File: config.mk
export PLATFORM = sky130hd
export DESIGN_NAME = instr_fetch_unit
export DESIGN_NICKNAME = d
export VERILOG_FILES = /design/src/rtl/instr_fetch_unit.sv
export SDC_FILE = /design/constraint.sdc
export NUM_CORES = 1
export LEC_CHECK = 0
export ABC_AREA = 1
export CAP_MARGIN = 20
export CORE_UTILIZATION = 48
export DETAILED_ROUTE_END_ITERATION = 8
export HOLD_SLACK_MARGIN = 0.05
export PLACE_DENSITY_LB_ADDON = 0.25
export SLEW_MARGIN = 20
export SYNTH_ARGS = -nofsm -noshare
export SYNTH_HDL_FRONTEND = slang
export SYNTH_SLANG_ARGS = --single-unit
File: constraint.sdc
create_clock -name clk -period 1.7 [get_ports clk]
set_input_delay 0.17 -clock clk [delete_from_list [all_inputs] [get_ports clk]]
set_output_delay 0.17 -clock clk [all_outputs]
set_load 0.1 [all_outputs]
File: src/rtl/instr_fetch_unit.sv
// Instruction fetch stage: owns the PC, reads one word over a req/ack handshake,
// latches it into the IR, and decodes the IR into opcode/rd/rs/imm fields.
module instr_fetch_unit #(
    parameter int PC_W    = 8,
    parameter int INSTR_W = 16,
    parameter int TIMEOUT = 15
) (
    input  logic               clk,
    input  logic               rst,
    input  logic               en_fetch_pulse,
    input  logic               en_pc_pulse,
    input  logic [1:0]         pc_ctrl,
    output logic               mem_req,
    output logic [PC_W-1:0]    mem_addr,
    input  logic [INSTR_W-1:0] mem_rdata,
    input  logic               mem_ack,
    output logic               en1,
    output logic [3:0]         opcode,
    output logic [1:0]         rd,
    output logic [1:0]         rs,
    output logic [7:0]         imm,
    output logic [PC_W-1:0]    pc,
    output logic               busy,
    output logic               fetch_err
);

    // Handshake: mem_req is a level held from the first REQ cycle until the
    // edge that samples mem_ack=1 (or the timeout); mem_addr is stable throughout.
    typedef enum logic [1:0] {
        IDLE = 2'd0,
        REQ  = 2'd1,
        DONE = 2'd2
    } state_t;

    state_t               state;
    logic [7:0]           tmo_cnt;
    logic [PC_W-1:0]      addr_q;
    logic [INSTR_W-1:0]   ir;

    assign mem_addr = addr_q;
    assign opcode   = ir[15:12];
    assign rd       = ir[11:10];
    assign rs       = ir[9:8];
    assign imm      = ir[7:0];

    always_ff @(posedge clk or negedge rst) begin
        if (!rst) begin
            state     <= IDLE;
            tmo_cnt   <= 8'd0;
            addr_q    <= '0;
            ir        <= '0;
            pc        <= '0;
            mem_req   <= 1'b0;
            busy      <= 1'b0;
            en1       <= 1'b0;
            fetch_err <= 1'b0;
        end else begin
            // The jump target uses the IR as it stood before this edge.
            if (en_pc_pulse) begin
                case (pc_ctrl)
                    2'b01:   pc <= pc + PC_W'(1);
                    2'b10:   pc <= PC_W'(ir[7:0]);
                    2'b11:   pc <= '0;
                    default: pc <= pc;
                endcase
            end

            case (state)
                IDLE, DONE: begin
                    if (en_fetch_pulse) begin
                        state     <= REQ;
                        mem_req   <= 1'b1;
                        busy      <= 1'b1;
                        addr_q    <= pc;
                        en1       <= 1'b0;
                        fetch_err <= 1'b0;
                        tmo_cnt   <= 8'd0;
                    end
                end
                REQ: begin
                    if (mem_ack) begin
                        ir      <= mem_rdata;
                        en1     <= 1'b1;
                        state   <= DONE;
                        mem_req <= 1'b0;
                        busy    <= 1'b0;
                    end else if (tmo_cnt == 8'(TIMEOUT - 1)) begin
                        fetch_err <= 1'b1;
                        state     <= IDLE;
                        mem_req   <= 1'b0;
                        busy      <= 1'b0;
                    end else begin
                        tmo_cnt <= tmo_cnt + 8'd1;
                    end
                end
                default: begin
                    state   <= IDLE;
                    mem_req <= 1'b0;
                    busy    <= 1'b0;
                end
            endcase
        end
    end

endmodule

# [After elaboration in Yosys (flattened, before gate mapping)]
# Cells that the tools add are included.
[word_totals] elab_cells=52 register_bits=45
[classes] reduce_logical=11 n_addsub=2 n_eq_ne=12 n_mux=19
[ops] cell="two-way mux 8 bit" count=3
[ops] cell="case mux 8 bit (3 select lines)" count=1
[ops] cell="adder 8 x 1 -> 8 bit, second input constant" count=2
[ops] cell="case mux 8 bit (2 select lines)" count=1
[ops] cell="!= test 2 bit, second input constant" count=5
[ops] cell="== test 8 x 4 -> 1 bit, second input constant" count=1
[ops] cell="AND reduction 2 bit" count=4
[ops] cell="AND reduction 4 bit" count=2
[ops] cell="two-way mux 1 bit" count=7
[ops] cell="== test 2 bit, second input constant" count=3
[ops] cell="two-way mux 2 bit" count=3
[ops] cell="case mux 1 bit (2 select lines)" count=3
[ops] cell="== test 2 x 1 -> 1 bit, second input constant" count=2
[ops] cell="case mux 2 bit (2 select lines)" count=1
[ops] cell="!= test 3 bit, second input constant" count=1
[ops] cell="AND reduction 3 bit" count=1
[ops] cell="nonzero test 3 bit" count=1
[ops] cell="logical NOT 2 bit" count=1
[ops] cell="nonzero test 2 bit" count=1
[ops] cell="OR reduction 2 bit" count=1

# [Logic depth before layout (Yosys ltp)]
[depth] depth_word=4 mapped_depth=8 depth_no_buf=8

# [Worst setup path before layout]
# Ideal clock, no wire load.
[synth_path] path_kind="register -> register" start="reg pc[1]" end="reg pc[6]" arrival_ps=1741 path_buffers=0 path_stages_with_launch=7 path_slack_ps=-164 setup_time_ps=123 t_required_ps=1577 cell_sequence="dfrtp_1 -> ha_1 -> nand3_1 -> nor2_1 -> nand2_1 -> nand3_1 -> a21oi_1"
[synth_via] elab_chain_cells=2
[synth_lines] element="from (decl)" line_no="22" source="output logic [PC_W-1:0] pc,"
[synth_lines] element="from (signal assigned)" line_no="61" source="2'b01: pc <= pc + PC_W'(1);"
[synth_lines] element="from (signal assigned)" line_no="62" source="2'b10: pc <= PC_W'(ir[7:0]);"
[synth_lines] element="from (signal assigned)" line_no="64" source="default: pc <= pc;"
[synth_lines] element="adder 8 x 1 -> 8 bit" line_no="61"
[synth_lines] element="case mux 8 bit (3 select lines)" line_no="60" source="case (pc_ctrl)"
# Every way passes these cells.
# A chain may end at the register's enable or synchronous reset.

# [Final worst setup path]
[layout_path] start="reg tmo_cnt[0]" end="reg tmo_cnt[1]"
[layout_via] elab_chain_cells=4
[layout_lines] element="from (decl)" line_no="36" source="logic [7:0] tmo_cnt;"
[layout_lines] element="from (signal assigned)" line_no="93" source="tmo_cnt <= tmo_cnt + 8'd1;"
[layout_lines] element="adder 8 x 1 -> 8 bit" line_no="93"
[layout_lines] element="two-way mux 8 bit" line_no="87" source="end else if (tmo_cnt == 8'(TIMEOUT - 1)) begin"
[layout_lines] element="two-way mux 8 bit" line_no="81" source="if (mem_ack) begin"
[layout_lines] element="case mux 8 bit (2 select lines)" line_no="68" source="case (state)"
# Parallel ways exist; a longest one is shown, timed or not. The select of a mux whose other input is x is not followed.

==> out/summary.log <==
qor: clocking.clock_sinks 45
qor: timing.setup_repair_after_global_routing_missed_its_margin no
qor: logic_synthesis.postSynthRegisterBits 45
qor: worst_setup_path.worst_path_top_cell_family_by_delay flip-flops
qor: grt.antenna_found_initial 0
qor: timing.timing.slew.headroom 0.6388
qor: worst_setup_path.critPathMaxFanout 6
qor: worst_setup_path.worstPathCellList inv_1 > ha_1 > nand3_2 > o21ai_2 > inv_1 > nand2_1 > nand2_1
qor: worst_setup_path.critical_path_arrival 1700 ps
qor: worst_setup_path.max_stage_delay 420 ps
qor: logic_synthesis.post_synth_edffs 0
qor: hold_path.worst_hold_check_path_type in2async
qor: routing.detailedRoute.firstIterationViolations 107
qor: logic_synthesis.synth_largest_area_cell dfrtp_1
qor: flow_run.max-cap-violations 0
qor: clocking.ctsLongestPathBuffers 2
qor: placement.placement.cell_area 2889 sq um
qor: timing.finalHoldWorstSlack 386.9 ps
qor: floorplanning.initial_utilization 0.5166
qor: timing.final-setup-viol-count 0
qor: clocking.cts_tree done
qor: routing.num_vias 1732
qor: logic_synthesis.synth.top_cells.by_area dfrtp_1, nand2_1, mux2_4
qor: floorplanning.die_height 68.79 um
qor: logic_synthesis.async_reset_ff_frac 1.000
qor: floorplanning.dieArea 4731 sq um
qor: worst_setup_path.buf_inv_stages_crit_path 2
qor: placement.dp_hpwl 3460 um
qor: routing.drc 0
qor: logic_synthesis.synth.yosys.warnings 0
qor: logic_synthesis.synth_top_cells_by_count nand2_1, dfrtp_1, inv_1, nand3_1, nor2_1
qor: placement.globalplace.congestion 0.9352
qor: clocking.cts_resized 0
qor: clocking.numCtsBuffers 5
qor: timing.timing.setup.tns 0 ps
qor: timing.fmaxAchievable 660.4 MHz
qor: run_status.status finished, final reports clean
qor: cells_and_area.finalInstanceArea 3033 sq um
qor: clocking.clock_latency 290 ps
qor: worst_setup_path.end_kind flop
qor: worst_setup_path.critPathLaunchType flop
qor: cells_and_area.flow.area_growth_from_synthesis 41.67%
qor: timing.slew_violations 0
qor: routing.dr_vias_cell 5.094
qor: floorplanning.std_cell_rows 23
qor: timing.fin_worst_setup_slack 185.7 ps
qor: routing.avgRoutedWirePerCell 13.71 um
qor: grt.overflow 0
qor: clocking.cts_setup_buffers 0
qor: logic_synthesis.postSynth.topFlopCell dfrtp_1
qor: worst_setup_path.worstPathRequired 1890 ps
qor: floorplanning.core_area 4144 sq um
qor: timing.worst-slew-pin-transition 541.7 ps
qor: timing.post-route-period-util 0.8908
qor: placement.buffer_ports.inserted 58
qor: floorplanning.die-width 68.79 um
qor: clocking.cts-htree-levels 2
qor: routing.detail-route-antenna-nets 0
qor: logic_synthesis.synthMostInstantiatedCell nand2_1
qor: logic_synthesis.proportion_of_synthesized_chip_area_in_sequential_cells 0.5260
qor: cells_and_area.drive_gt1_frac 0.2586
qor: floorplanning.boundaryPins 59
qor: timing.fin_skew 4.475 ps
qor: logic_synthesis.synthesis.instances 225
qor: worst_setup_path.slowest_stage dfrtp_1
qor: logic_synthesis.postSynthAreaPerCell 9.515 sq um
qor: grt.grt_pass1_wl 7810 um
qor: clocking.clk_root_buffer_cell clkbuf_8
qor: routing.first_pass_iters 4
qor: clocking.clkTransAtPathRegs 80 ps
qor: worst_setup_path.critical_path_class reg2reg
qor: logic_synthesis.post_syn_area 2141 sq um
qor: cells_and_area.total_inserted_antenna_cells 0
qor: grt.maximum_number_of_pins_on_one_net_before_global_route_repair 28
qor: logic_synthesis.synthesis.nets 251
qor: grt.grt_pass1_vias 1703
qor: placement.dp_slack 170.1 ps
qor: grt.grtUsageTotal 0.2272
qor: cells_and_area.num-nets-final 315
qor: clocking.cts_hold_buffers 1
qor: logic_synthesis.synthDominantCellAreaShare 0.5260
qor: routing.drt-total-wl 4663 um
qor: timing.minimum_clock_period_after_layout 1514 ps
qor: logic_synthesis.synth_cell_type_count 27
qor: timing.final_hold_viol_count 0
## sequential cells by signal, indices dropped and copies added, names as in the netlist
name,flops
en1,1
mem_addr,8
ir,16
busy,1
fetch_err,1
state,2
tmo_cnt,8
pc,8
## final timing paths
check | from | to | slack, ps | cells past startpoint
setup / recovery | tmo_cnt[0] | tmo_cnt[1] | 190 | 7
hold / removal | rst | mem_addr[4] | 390 | 2
setup reg to reg | tmo_cnt[0] | tmo_cnt[1] | 190 | 7
hold reg to reg | state[1] | state[1] | 480 | 2
max in group asynchronous | rst | pc[0] | 790 | 3
min in group clk | mem_rdata[13] | ir[13] | 480 | 2
## metal layers
metal  vias up  global-route usage  share of wire
li1        857                   -              -
met3         7             0.05428          0.044
met4         0             0.07908          0.010
met2        48              0.3591           0.48
met5         -                   0              0
met1       820              0.3046           0.46
## cells by family after synthesis
group / share of synthesized area
DFF: 0.5260
muxes: 0.09819
buffers and inverters: 0.05786
adders and majority gates: 0.01754
and+or+nand+nor: 0.1993
AOI/OAI and AO/OA: 0.08475
xor gates and xnor gates: 0.01637
## layout make-up
class	count	area [sq um]
clock inverter	3	65.06
sequential	45	1129
tap	50	62.56
clock buffer	5	68.82
fill	306	1111
timing repair buffer	63	738.2
inverter	21	78.83
multi-input combinational	153	890.9
## worst register-to-register path, stage by stage, from the launching register on
cell and delay (ps):
dfrtp_1 420, inv_1 90, ha_1 160, nand3_2 90, o21ai_2 300, inv_1 190
nand2_1 100, nand2_1 60
## per-stage QoR
stage / utilization / cells
2_1_floorplan: - / 225
3_3_place_gp: 0.6972 / 331
3_5_place_dp: 0.6972 / 331
4_1_cts: 0.7319 / 340
5_1_grt: 0.7319 / 340
6_report: 0.7319 / 340
## layout by cell type, fill, tap and decap left out
master | synthesis | layout
a22oi_1 | 4 | 4
xnor2_1 | 1 | 1
o21bai_1 | 1 | 1
nand3_2 | 1 | 1
inv_1 | 20 | 20
dfrtp_2 | 0 | 2
nand3_4 | 1 | 1
nor2_2 | 1 | 1
buf_4 | 1 | 23
nand3_1 | 20 | 20
clkinv_2 | 0 | 1
xor2_1 | 3 | 3
clkbuf_8 | 0 | 5
nand4_1 | 1 | 1
o21ai_0 | 12 | 12
or2_2 | 1 | 1
ha_1 | 3 | 3
dfrtp_1 | 45 | 43
bufinv_16 | 0 | 2
inv_2 | 1 | 1
o21ai_1 | 1 | 1
buf_2 | 3 | 1
mux2_4 | 8 | 8
a21oi_1 | 14 | 14
nand2_1 | 54 | 54
nand2_4 | 1 | 1
nand2_2 | 1 | 1
mux2_2 | 8 | 8
clkdlybuf4s50_1 | 0 | 21
o21ai_2 | 1 | 1
nor2_1 | 16 | 16
dlygate4sd3_1 | 0 | 1
buf_12 | 0 | 17
Power is left out: the tool's default activity adds up to more than one toggle a clock period on the data nets, which glitch-free logic cannot reach.
